$ cat config.mk
export PLATFORM = sky130hd
export DESIGN_NAME = booth_divider_seq
export DESIGN_NICKNAME = d
export VERILOG_FILES = /design/src/rtl/booth_divider_seq.sv
export SDC_FILE = /design/constraint.sdc
export NUM_CORES = 1
export LEC_CHECK = 0
export CORE_ASPECT_RATIO = 1.2
export CORE_MARGIN = 3
export CORE_UTILIZATION = 50
export CTS_CLUSTER_DIAMETER = 40
export CTS_CLUSTER_SIZE = 20
export DETAILED_ROUTE_END_ITERATION = 12
export PLACE_DENSITY = 0.72
export SYNTH_ARGS = -nofsm -noshare
export SYNTH_HDL_FRONTEND = slang
export SYNTH_SLANG_ARGS = --single-unit
$ cat constraint.sdc
create_clock -name clk -period 2.6 [get_ports clk]
set_input_delay 0.78 -clock clk [delete_from_list [all_inputs] [get_ports clk]]
set_output_delay 0.78 -clock clk [all_outputs]
set_load 0.02 [all_outputs]
$ cat src/rtl/booth_divider_seq.sv
// -----------------------------------------------------------------------------
// booth_divider_seq
//
// Sequential signed divider. It is the inverse of the 8x8 signed Booth/Wallace
// multiplier: a DW-bit dividend (product width) is divided by a VW-bit divisor
// (operand width). The result is a DW-bit quotient, truncated toward zero, and
// a VW-bit remainder whose sign follows the dividend.
//
// Algorithm: radix-2 restoring division on magnitudes. The unit produces one
// quotient bit per clock and applies the sign correction in a final state.
//
// States:
//   IDLE -> LOAD -> CALC (x DW, or x VW with skip) -> SIGN -> IDLE
//
// Latency: done rises DW+2 edges after the accepting edge.
//
// Ports:
//   clk        clock, all state on the rising edge
//   rst_n      asynchronous active-low reset
//   start      request, accepted only while busy=0
//   dividend   signed DW-bit dividend
//   divisor    signed VW-bit divisor
//   busy       high from the accepting edge until the result edge
//   done       one-cycle pulse, results valid
//   quotient   signed DW-bit quotient (held until the next result)
//   remainder  signed VW-bit remainder (held until the next result)
//   div_zero   divisor was zero
//   ovf        quotient overflowed (-2^(DW-1) / -1)
//
// Optional build macro:
//   DIV_SKIP_HI_EN  when |dividend| < 2^VW, only VW quotient bits are
//                   iterated, so latency becomes VW+2. Without the macro,
//                   latency is always DW+2.
// -----------------------------------------------------------------------------
module booth_divider_seq #(
  parameter int DW = 16,
  parameter int VW = 8
) (
  input  logic          clk,
  input  logic          rst_n,
  input  logic          start,
  input  logic [DW-1:0] dividend,
  input  logic [VW-1:0] divisor,
  output logic          busy,
  output logic          done,
  output logic [DW-1:0] quotient,
  output logic [VW-1:0] remainder,
  output logic          div_zero,
  output logic          ovf
);

  localparam int CW = $clog2(DW);

  typedef enum logic [1:0] {
    S_IDLE,
    S_LOAD,
    S_CALC,
    S_SIGN
  } state_e;

  state_e        state_q,     state_d;
  logic [DW-1:0] dvd_q,       dvd_d;       // latched raw dividend
  logic [VW-1:0] dvs_q,       dvs_d;       // latched raw divisor
  logic [DW-1:0] dq_q,        dq_d;        // dividend bits out at MSB, quotient bits in at LSB
  logic [VW-1:0] dvs_mag_q,   dvs_mag_d;
  logic [VW:0]   pr_q,        pr_d;        // partial remainder
  logic [CW-1:0] cnt_q,       cnt_d;
  logic          q_neg_q,     q_neg_d;
  logic          r_neg_q,     r_neg_d;
  logic          busy_q,      busy_d;
  logic          done_q,      done_d;
  logic [DW-1:0] quotient_q,  quotient_d;
  logic [VW-1:0] remainder_q, remainder_d;
  logic          div_zero_q,  div_zero_d;
  logic          ovf_q,       ovf_d;

  // Datapath helpers
  logic [DW-1:0] dvd_mag;
  logic [VW-1:0] dvs_mag;
  logic [VW:0]   pr_sh;
  logic [VW+1:0] diff;

  // Unary minus on an unsigned vector gives two's complement mod 2^width.
  // For the most negative value this yields the correct unsigned magnitude.
  assign dvd_mag = dvd_q[DW-1] ? -dvd_q : dvd_q;
  assign dvs_mag = dvs_q[VW-1] ? -dvs_q : dvs_q;

  // Shift the next dividend bit into the partial remainder, then trial-subtract.
  // The extra top bit of diff is the borrow: set means the result is negative.
  assign pr_sh = {pr_q[VW-1:0], dq_q[DW-1]};
  assign diff  = {1'b0, pr_sh} - {2'b00, dvs_mag_q};

  always_comb begin
    // NOTE: every signal gets a default here so that no path through the
    // case statement leaves one unassigned, which would infer a latch.
    state_d     = state_q;
    dvd_d       = dvd_q;
    dvs_d       = dvs_q;
    dq_d        = dq_q;
    dvs_mag_d   = dvs_mag_q;
    pr_d        = pr_q;
    cnt_d       = cnt_q;
    q_neg_d     = q_neg_q;
    r_neg_d     = r_neg_q;
    busy_d      = busy_q;
    done_d      = 1'b0;
    quotient_d  = quotient_q;
    remainder_d = remainder_q;
    div_zero_d  = div_zero_q;
    ovf_d       = ovf_q;

    unique case (state_q)
      S_IDLE: begin
        if (start) begin
          dvd_d   = dividend;
          dvs_d   = divisor;
          busy_d  = 1'b1;
          state_d = S_LOAD;
        end
      end

      S_LOAD: begin
        dq_d      = dvd_mag;
        dvs_mag_d = dvs_mag;
        q_neg_d   = dvd_q[DW-1] ^ dvs_q[VW-1];
        r_neg_d   = dvd_q[DW-1];
        pr_d      = '0;
        cnt_d     = CW'(DW - 1);
`ifdef DIV_SKIP_HI_EN
        // A small dividend only needs VW iterations. Pre-aligning its low VW
        // bits to the top of the shift register means the zeros below them
        // become the cleared upper quotient bits once VW shifts have run.
        // A zero divisor keeps the full latency.
        if ((dvs_q != '0) && (dvd_mag[DW-1:VW] == '0)) begin
          dq_d  = dvd_mag << (DW - VW);
          cnt_d = CW'(VW - 1);
        end
`endif
        state_d = S_CALC;
      end

      S_CALC: begin
        if (diff[VW+1]) begin
          pr_d = pr_sh;                      // restore
          dq_d = {dq_q[DW-2:0], 1'b0};
        end else begin
          pr_d = diff[VW:0];
          dq_d = {dq_q[DW-2:0], 1'b1};
        end
        cnt_d = cnt_q - 1'b1;
        if (cnt_q == '0) begin
          state_d = S_SIGN;
        end
      end

      S_SIGN: begin
        if (dvs_q == '0) begin
          div_zero_d  = 1'b1;
          ovf_d       = 1'b0;
          quotient_d  = dvd_q[DW-1] ? {1'b1, {(DW-1){1'b0}}}
                                    : {1'b0, {(DW-1){1'b1}}};
          remainder_d = dvd_q[VW-1:0];
        end else begin
          div_zero_d  = 1'b0;
          quotient_d  = q_neg_q ? -dq_q : dq_q;
          remainder_d = r_neg_q ? -pr_q[VW-1:0] : pr_q[VW-1:0];
          // Only a positive result can reach 2^(DW-1). That case is exactly
          // -2^(DW-1) / -1, and the value wraps to -2^(DW-1).
          ovf_d       = ~q_neg_q & dq_q[DW-1];
        end
        done_d  = 1'b1;
        busy_d  = 1'b0;
        state_d = S_IDLE;
      end

      default: state_d = S_IDLE;
    endcase
  end

  // NOTE: sequential state uses non-blocking assignments only, so every flop
  // samples its _d value from before the edge regardless of statement order.
  always_ff @(posedge clk or negedge rst_n) begin
    if (!rst_n) begin
      state_q     <= S_IDLE;
      dvd_q       <= '0;
      dvs_q       <= '0;
      dq_q        <= '0;
      dvs_mag_q   <= '0;
      pr_q        <= '0;
      cnt_q       <= '0;
      q_neg_q     <= 1'b0;
      r_neg_q     <= 1'b0;
      busy_q      <= 1'b0;
      done_q      <= 1'b0;
      quotient_q  <= '0;
      remainder_q <= '0;
      div_zero_q  <= 1'b0;
      ovf_q       <= 1'b0;
    end else begin
      state_q     <= state_d;
      dvd_q       <= dvd_d;
      dvs_q       <= dvs_d;
      dq_q        <= dq_d;
      dvs_mag_q   <= dvs_mag_d;
      pr_q        <= pr_d;
      cnt_q       <= cnt_d;
      q_neg_q     <= q_neg_d;
      r_neg_q     <= r_neg_d;
      busy_q      <= busy_d;
      done_q      <= done_d;
      quotient_q  <= quotient_d;
      remainder_q <= remainder_d;
      div_zero_q  <= div_zero_d;
      ovf_q       <= ovf_d;
    end
  end

  assign busy      = busy_q;
  assign done      = done_q;
  assign quotient  = quotient_q;
  assign remainder = remainder_q;
  assign div_zero  = div_zero_q;
  assign ovf       = ovf_q;

endmodule
==> flow_summary.ini, run 1 <==
[clocking]
cts_buffers = 9
clock_sinks = 92
tritoncts = done
clock-root-buffer = clkbuf_16
post_cts_buffers = 0
cts_hold_buf = 0
clk_latency_ns = 0.34
cts-htree-levels = 3
path_clk_slew_ns = 0.06
post_cts_resized = 0
cts_max_path_buffers = 2

[detailed_routing]
first_pass_iters = 5
drc = 0
via_per_inst = 5.68
wl_um = 11000
vias = 4041
antenna_left = 0
routedWlPerCell_um = 15.5
drtIter0Drc = 289

[yosys]
netlist_area_um2 = 5290
synth_fp_nets = 585
ys_ff_latch = 92
netlist-cell-type-count = 58
yosys_warnings = 0
synthFlopType = dfrtp_1
synth-async-reset-ratio_pct = 100
synth_edf_count = 0
yosys.area.top_type = dfrtp_1
synth-seq-area-share_pct = 43.5
syn_area_per_cell_um2 = 9.80
yosysTopAreaCellShare_pct = 43.5
ys_top_cells_by_area = dfrtp_1, mux2_2, ha_1, inv_1, xor2_1
netlist_instances = 540

[worst_setup_path]
r2r_slack_ns = 0.35
cp.arrival_ns = 2.49
reg2reg_to = pr_q[6]$_DFFE_PN0P_
crit_family = compound AO/OA/AOI/OAI gates
critPathBufInv = 2
cpMaxStageDelayCell = dfrtp_1
critPathLaunchType = register
worstSetupEndpointType = register
cp_max_fo = 5
critical_path_class = register to register
max_stage_delay_ns = 0.40
cp_data_required_time_ns = 2.84
rr_worst_depth = 9
crit_chain = inv_1 -> ha_1 -> inv_1 -> fa_1 -> a211o_1 -> a2111oi_0 -> nand3b_1 -> o211ai_1 -> o311ai_1
r2r-start = dq_q[15]$_DFFE_PN0P_
crit_top_cell = inv_1

[finish]
finish.utilization_pct = 61.6
num-fill-cells = 867
multi_input_area_um2 = 2650
register_area_um2 = 2300
stdcell_count = 712
syn2layout_area_growth_pct = 18.2
drive_above_1_share_pct = 14.0
final_nets = 626
diodes = 0

[timing]
skew_ns = 0.00581
finalCritPeriodShare_pct = 86.7
maxClockFrequency_mhz = 444
tightest_slew_ns = 0.709
setup_tns_ns = 0
holdWs_ns = 0.379
grt_setup_unrepaired = false
slew_headroom_pct = 52.7
period_minus_slack_ns = 2.25
slew_viol_final = 0
finalHoldViolations = 0
setup_viol = 0

[floorplanning]
core_um2 = 10200
die_area_um2 = 11900
die-width_um = 99.9
die-height_um = 119
start_util_pct = 52.1
io_pins = 55
rows = 40

[global_route]
overflow = 0
grt_pass1_vias = 3991
antenna_found_initial = 0
grt_pass1_wl_um = 19400
grt_use_total_pct = 20.0
grt_max_degree = 61

[place]
place.port_buffers = 54
dp_hpwl_um = 8200
globalplace.congestion = 0.846
post-place-cells = 696

[pwr]
power_density_nw_per_um2 = 1300
leakage_nw = 2.68
ir_drop_uv = 622

[outcome]
status = completed

[run]
maxCapViolations = 0

[hold_path]
holdCritPathClass = primary input to asynchronous set/reset pin
## cell usage in the layout, fill, tap and decap left out, types with 6 or more instances in the layout
master	n
nand2_1	39
o31ai_1	10
mux2_2	35
xnor2_1	20
nand3_1	20
nor2_1	25
inv_1	53
o221ai_1	13
o21ai_0	34
nor2b_1	7
a21oi_1	19
clkdlybuf4s50_1	53
nor3_1	6
buf_4	8
o211ai_1	9
dfrtp_1	92
ha_1	17
clkbuf_16	9
o41ai_1	6
o22ai_1	8
xor2_1	21
## state kept, by name, indices dropped and copies added (netlist names)
| register | flops |
|---|---|
| div_zero | 1 |
| dvs_mag_q | 8 |
| done | 1 |
| r_neg_q | 1 |
| busy | 1 |
| state_q | 2 |
| cnt_q | 4 |
| quotient | 16 |
| pr_q | 8 |
| dvd_q | 16 |
| dvs_q | 8 |
| remainder | 8 |
| q_neg_q | 1 |
| ovf | 1 |
| dq_q | 16 |
## cells in the mapped netlist (5+ instances only)
cell type,number
o221ai_1,13
dfrtp_1,92
a31oi_1,5
nand2_1,39
a21oi_1,19
nor2_1,25
o31ai_1,10
clkbuf_1,25
inv_1,53
o211ai_1,9
xnor2_1,20
o22ai_1,8
o21ai_1,5
nor2b_1,7
nand3_1,20
xor2_1,21
o21ai_0,34
nor3_1,6
ha_1,17
o41ai_1,6
mux2_2,35
## through the flow
step           worst slack (ns)  power [mW]  cell area, um^2
2_1_floorplan             0.528        5.60             5290
3_3_place_gp              0.406        6.68             5960
3_5_place_dp              0.373        6.83             5960
4_1_cts                   0.350        8.17             6260
5_1_grt                   0.122        8.81             6260
6_report                  0.346        8.13             6260
## worst reg2reg max path, delay by kind of cell (launching register included)
family	cells	cell delay [ns]
simple gates	1	0.15
flops	1	0.40
buf+inv	2	0.20
compound gates	4	0.80
fa+ha+maj	2	0.59
## routing by layer
metal	wire (um)	global-route usage, %
met2	5100	30.8
met3	452	3.96
met5	0	0
met4	144	5.21
met1	5340	29.0
## report_power, final
part	internal, mW	switching [mW]	total, mW	leakage, nW
Clock	0.800	0.514	1.31	0.144
Sequential	2.06	0.768	2.83	1.12
Combinational	1.93	2.06	3.99	1.41
## worst max-delay path by stage
stage | start | to | slack [ns] | cells past startpoint
detailed placement | dq_q[15]$_DFFE_PN0P_ | pr_q[6]$_DFFE_PN0P_ | 0.37 | 9
finish | dq_q[15]$_DFFE_PN0P_ | pr_q[6]$_DFFE_PN0P_ | 0.35 | 9
CTS | dq_q[15]$_DFFE_PN0P_ | pr_q[6]$_DFFE_PN0P_ | 0.35 | 9
global route | dq_q[15]$_DFFE_PN0P_ | pr_q[6]$_DFFE_PN0P_ | 0.12 | 9
floorplan | pr_q[2]$_DFFE_PN0P_ | pr_q[6]$_DFFE_PN0P_ | 0.53 | 7
global placement | dq_q[15]$_DFFE_PN0P_ | pr_q[6]$_DFFE_PN0P_ | 0.41 | 9
## logic make-up (layout without fill, tap and decap cells)
family	after synthesis	in the layout	synth area share, %
AND/OR/NAND/NOR	125	125	11.8
XOR/XNOR	41	41	6.78
buffers and inverters	87	133	6.48
AO/OA/AOI/OAI	139	139	19.1
adder cells (fa/ha/maj)	18	18	4.40
multiplexers	38	38	8.01
flip-flops	92	92	43.5
## final cells by class
cell class,instances,share of cell area [%]
inverter,53,3.18
sequential,92,36.8
clock inverter,1,0.480
timing repair buffer,64,10.4
multi-input combinational,361,42.3
tap,126,2.52
clock buffer,15,4.28
Note: power is estimated with default switching activity, not from simulation.
==> run 2: changes to the inputs <==
--- a/config.mk
+++ b/config.mk
@@ -5,6 +5,7 @@
 export SDC_FILE = /design/constraint.sdc
 export NUM_CORES = 1
 export LEC_CHECK = 0
+export ABC_AREA = 1
 export CORE_ASPECT_RATIO = 1.2
 export CORE_MARGIN = 3
 export CORE_UTILIZATION = 50
==> run 2 against run 1 <==
Against the previous run: first-iteration DRC count is 3.8% higher; critical path depth is 8 lower; maximum frequency is 6.4% higher; core utilization is 0.21 points higher; wire length is 18% higher; sequential power is 7.4% lower; critical path type is now register to output port; critical endpoint is now ovf.
==> flow_summary.ini, run 2 <==
[yosys]
ys_ff_latch = 92
netlist-cell-type-count = 39
syn_area_per_cell_um2 = 7.82
synthFlopType = dfrtp_1
synth.most_common_cell = nand2_1
synth_fp_nets = 723
yosys.area.top_type = dfrtp_1
synth-async-reset-ratio_pct = 100
netlist_area_um2 = 5300
synth-seq-area-share_pct = 43.4
synth_edf_count = 0
ys_top_cells_by_area = dfrtp_1, nand2_1, inv_1, nand3_1, o21ai_0
synthTopCellsByCount = nand2_1, dfrtp_1, inv_1
yosys_warnings = 0
yosysTopAreaCellShare_pct = 43.4
netlist_instances = 678

[global_route]
top_usage_layer = met2
globalRouteMet3Util_pct = 4.28
overflow = 0
grt_pass1_wl_um = 21700
grt_use_total_pct = 22.7
grt_pass1_vias = 4463
grt.met1_usage_pct = 28.6
grt_max_degree = 35
grt_use_met2_pct = 39.3
antenna_found_initial = 0

[clocking]
tritoncts = done
cts-htree-levels = 3
clock-root-buffer = clkbuf_16
cts_max_path_buffers = 2
clock_sinks = 92
cts_buffers = 9
post_cts_buffers = 0
clk_latency_ns = 0.34
cts_hold_buf = 0
path_clk_slew_ns = 0.06
post_cts_resized = 0

[pwr]
p_clk_share_pct = 13.5
switching_share_pct = 47.9
p_sw_mw = 4.36
leakage_nw = 3.02
power_frac_seq_pct = 28.8
power_density_nw_per_um2 = 1450
ir_drop_uv = 601
p_int_mw = 4.75
power_frac_comb_pct = 57.7

[floorplanning]
start_util_pct = 52.2
core_um2 = 10200
io_pins = 55
die-width_um = 100
rows = 40
die_area_um2 = 11900
die-height_um = 119

[detailed_routing]
antenna_left = 0
drc = 0
wl_um = 13000
routedWlPerCell_um = 15.0
first_pass_iters = 5
drtIter0Drc = 300
vias = 4676
via_per_inst = 5.40

[run]
maxCapViolations = 0

[worst_setup_path]
cp_max_fo = 2
crit_chain = clkdlybuf4s50_1
cp.arrival_ns = 1.34
startpoint = ovf$_DFFE_PN0P_
critical_path_class = register to output port
worstSetupEndpointType = output port
max_stage_delay_ns = 0.62
critPathLaunchType = register
critPathBufInv = 1
crit_family = buffers and inverters
cpMaxStageDelayCell = clkdlybuf4s50_1
cp_data_required_time_ns = 1.82
r2r-start = state_q[0]$_DFFE_PN0P_

[hold_path]
holdCritPathClass = primary input to asynchronous set/reset pin

[finish]
num-fill-cells = 930
finish.utilization_pct = 61.8
syn2layout_area_growth_pct = 18.4
multi_input_area_um2 = 2550
layout_common_cells = nand2_1, dfrtp_1, inv_1
stdcell_count = 866
diodes = 0
final_nets = 780
final_common_cell = nand2_1
register_area_um2 = 2300
drive_above_1_share_pct = 7.16

[timing]
grt_setup_unrepaired = false
skew_ns = 0.00751
setup_tns_ns = 0
finalCritPeriodShare_pct = 81.5
finalHoldViolations = 0
tightest_slew_ns = 0.519
maxClockFrequency_mhz = 472
setup_viol = 0
slew_headroom_pct = 65.3
period_minus_slack_ns = 2.12
slew_viol_final = 0

[place]
place.port_buffers = 54
dp_hpwl_um = 10100
globalplace.congestion = 0.903
post-place-cells = 850

[outcome]
status = completed
[run 2: path summary, 6_finish.rpt]
check | to | slack [ns] | cells after the start
worst max-delay path | ovf | 0.48 | 1
worst min-delay path | remainder[3]$_DFFE_PN0P_ | 0.39 | 1
worst max register to register | dq_q[1]$_DFFE_PN0P_ | 0.65 | 7
worst min register to register | quotient[15]$_DFFE_PN0P_ | 0.49 | 2
max in group asynchronous | dvs_q[0]$_DFFE_PN0P_ | 1.64 | 2
min in group clk | quotient[15]$_DFFE_PN0P_ | 0.49 | 2
[run 2: per-stage QoR]
step | total power [mW] | cell area, um^2 | worst slack (ns) | hold WS [ns]
floorplan | 6.43 | 5300 | 0.934 | 0.446
global placement | 7.74 | 6000 | 0.405 | 0.465
detailed placement | 7.87 | 6000 | 0.342 | 0.476
CTS | 9.12 | 6280 | 0.473 | 0.394
global route | 9.95 | 6280 | 0.452 | 0.417
finish | 9.11 | 6280 | 0.482 | 0.386
[run 2: layout make-up]
class,count,share of cell area [%]
multi-input combinational,476,40.7
sequential,92,36.7
timing repair buffer,67,10.3
inverter,89,5.36
clock buffer,11,3.87
tap,126,2.51
clock inverter,5,0.598
[run 2: power groups by stage]
| stage | Sequential, mW | Combinational (mW) | Clock, mW |
|---|---|---|---|
| after CTS | 2.62 | 5.26 | 1.25 |
| after floorplan | 2.74 | 3.69 | 0 |
| after detailed placement | 2.64 | 5.23 | 0 |
| after global placement | 2.62 | 5.13 | 0 |
| final | 2.62 | 5.26 | 1.23 |
| after global routing | 2.71 | 5.93 | 1.31 |
[run 2: kinds of logic (layout without fill, tap and decap cells)]
logic type | count (synthesis) | in the layout | synth area share, %
AND/OR/NAND/NOR | 319 | 319 | 26.5
XOR/XNOR | 19 | 19 | 3.14
flip-flops | 92 | 92 | 43.4
AO/OA/AOI/OAI | 120 | 120 | 14.1
adder cells (fa/ha/maj) | 18 | 18 | 4.39
buffers and inverters | 110 | 172 | 8.47
[run 2: metal layers]
layer | share of wire [%] | vias up
met5 | 0 | -
met4 | 2.4 | 0
met1 | 42 | 2207
li1 | - | 2334
met2 | 52 | 108
met3 | 3.7 | 27
==> run 3: changes to the inputs <==
==> constraint.sdc (replaced) <==
create_clock -name clk -period 2 [get_ports clk]
set_input_delay 0.6 -clock clk [delete_from_list [all_inputs] [get_ports clk]]
set_output_delay 0.6 -clock clk [all_outputs]
set_load 0.02 [all_outputs]
==> run 3 against run 2 <==
Against the previous run: non-clock buffer count grew 7; sequential share of layout area shrank 0.58 points; combinational power grew 35%; wire length grew 3.2%; cell count grew 0.81%; worst setup slack lost 0.42 ns; global-route usage grew 0.82 points; critical path depth is the same; critical endpoint is now remainder[1]; register-to-register slack lost 0.54 ns; largest cell class unchanged.
==> flow_summary.ini, run 3 (synthesis results as in run 2) <==
[outcome]
status = completed

[clocking]
clk_latency_ns = 0.35
cts_max_path_buffers = 2
cts_hold_buf = 0
cts-htree-levels = 3
clock-root-buffer = clkbuf_16
clock_sinks = 92
path_clk_slew_ns = 0.07
tritoncts = done
cts_buffers = 9

[global_route]
grt_pass1_wl_um = 22300
grt_use_total_pct = 23.5
overflow = 0
grt_pass1_vias = 4594
grt_max_degree = 48
antenna_found_initial = 0

[place]
dp_hpwl_um = 10300
globalplace.congestion = 0.934
place.port_buffers = 54
dpl_cell_area_um2 = 6070
dp_slack_ns = 0.0930

[detailed_routing]
route.met2.wl_um = 6780
first_pass_iters = 7
vias = 4745
via_per_inst = 5.44
drtIter0Drc = 270
wl_um = 13400
routedWlPerCell_um = 15.4
wl_met3_um = 486
antenna_left = 0
wl_met1_um = 5830
top_layer = met4
drc = 0

[floorplanning]
die_area_um2 = 11900
start_util_pct = 52.2
core_um2 = 10200
die-height_um = 119
rows = 40
io_pins = 55
die-width_um = 100

[timing]
setup_viol = 0
slew_headroom_pct = 64.0
period_minus_slack_ns = 1.94
timing.final.ws_setup_ns = 0.0609
setup_tns_ns = 0
finalCritPeriodShare_pct = 97.0
holdWs_ns = 0.165
slew_viol_final = 0
maxClockFrequency_mhz = 516
finalHoldViolations = 0
grt_setup_unrepaired = false
tightest_slew_ns = 0.539
skew_ns = 0.00497

[finish]
fin_area_um2 = 6380
final_nets = 787
diodes = 0
layout_common_cells = nand2_1, dfrtp_1, inv_1
register_area_um2 = 2300
syn2layout_area_growth_pct = 20.2
drive_above_1_share_pct = 8.17
final_common_cell = nand2_1
multi_input_area_um2 = 2550
num-fill-cells = 899

[worst_setup_path]
cp_max_fo = 2
max_stage_delay_ns = 0.61
cp.arrival_ns = 1.34
cpMaxStageDelayCell = clkdlybuf4s50_1
critical_path_class = register to output port
crit_chain = clkdlybuf4s50_1
crit_family = buffers and inverters
critPathLaunchType = register
cp_data_required_time_ns = 1.40
worstSetupEndpointType = output port
critPathBufInv = 1

[run]
maxCapViolations = 0

[hold_path]
holdCritPathClass = primary input to asynchronous set/reset pin

[pwr]
power_density_nw_per_um2 = 1920
leakage_nw = 3.07
ir_drop_uv = 976
-- run 3: changes by cell type in the layout (fill, tap and decap cells not counted), sizes merged --
cell | previous run | this run
bufinv | 0 | 1
inv | 89 | 92
clkinv | 3 | 1
clkbuf | 11 | 10
buf | 14 | 21
clkinvlp | 2 | 1
-- run 3: layout make-up --
| class | count | share of cell area [%] |
|---|---|---|
| Tap cell | 126 | 2.47 |
| Clock inverter | 6 | 1.12 |
| Sequential cell | 92 | 36.1 |
| Timing Repair Buffer | 74 | 11.4 |
| Multi-Input combinational cell | 476 | 40.1 |
| Clock buffer | 10 | 3.59 |
| Inverter | 89 | 5.28 |
-- run 3: per-stage QoR --
stage	std cells	power, mW	util (%)
2_1_floorplan	678	8.36	-
3_3_place_gp	857	10.2	59.8
3_5_place_dp	857	10.4	59.8
4_1_cts	873	12.2	62.7
5_1_grt	873	13.3	62.8
6_report	873	12.2	62.8
-- run 3: power breakdown --
part	switching, mW	internal, mW	leakage, nW
sequential	0.648	2.73	1.13
combinational	4.40	2.69	1.79
clock	0.763	0.985	0.145
total	5.81	6.40	3.07
-- run 3: what timing repair did --
action	in CTS	in global routing
setup buffers	0	0
endpoints found under the setup margin	0	2
gates resized for setup	0	1
-- run 3: path summary, 6_finish.rpt --
| kind | startpoint | slack [ns] | end | cells after the start |
|---|---|---|---|---|
| worst max-delay path | remainder[1]$_DFFE_PN0P_ | 0.06 | remainder[1] | 1 |
| worst min-delay path | rst_n | 0.16 | quotient[15]$_DFFE_PN0P_ | 1 |
| worst max register to register | dq_q[15]$_DFFE_PN0P_ | 0.11 | pr_q[6]$_DFFE_PN0P_ | 10 |
| worst min register to register | div_zero$_DFFE_PN0P_ | 0.49 | div_zero$_DFFE_PN0P_ | 2 |
| max in group asynchronous | rst_n | 1.31 | quotient[9]$_DFFE_PN0P_ | 2 |
| min in group clk | div_zero$_DFFE_PN0P_ | 0.49 | div_zero$_DFFE_PN0P_ | 2 |
-- run 3: metal layers --
metal,vias up,GRT usage [%]
li1,2352,-
met1,2262,29.8
met2,109,40.2
met3,22,2.99
met4,0,9.77
met5,-,0
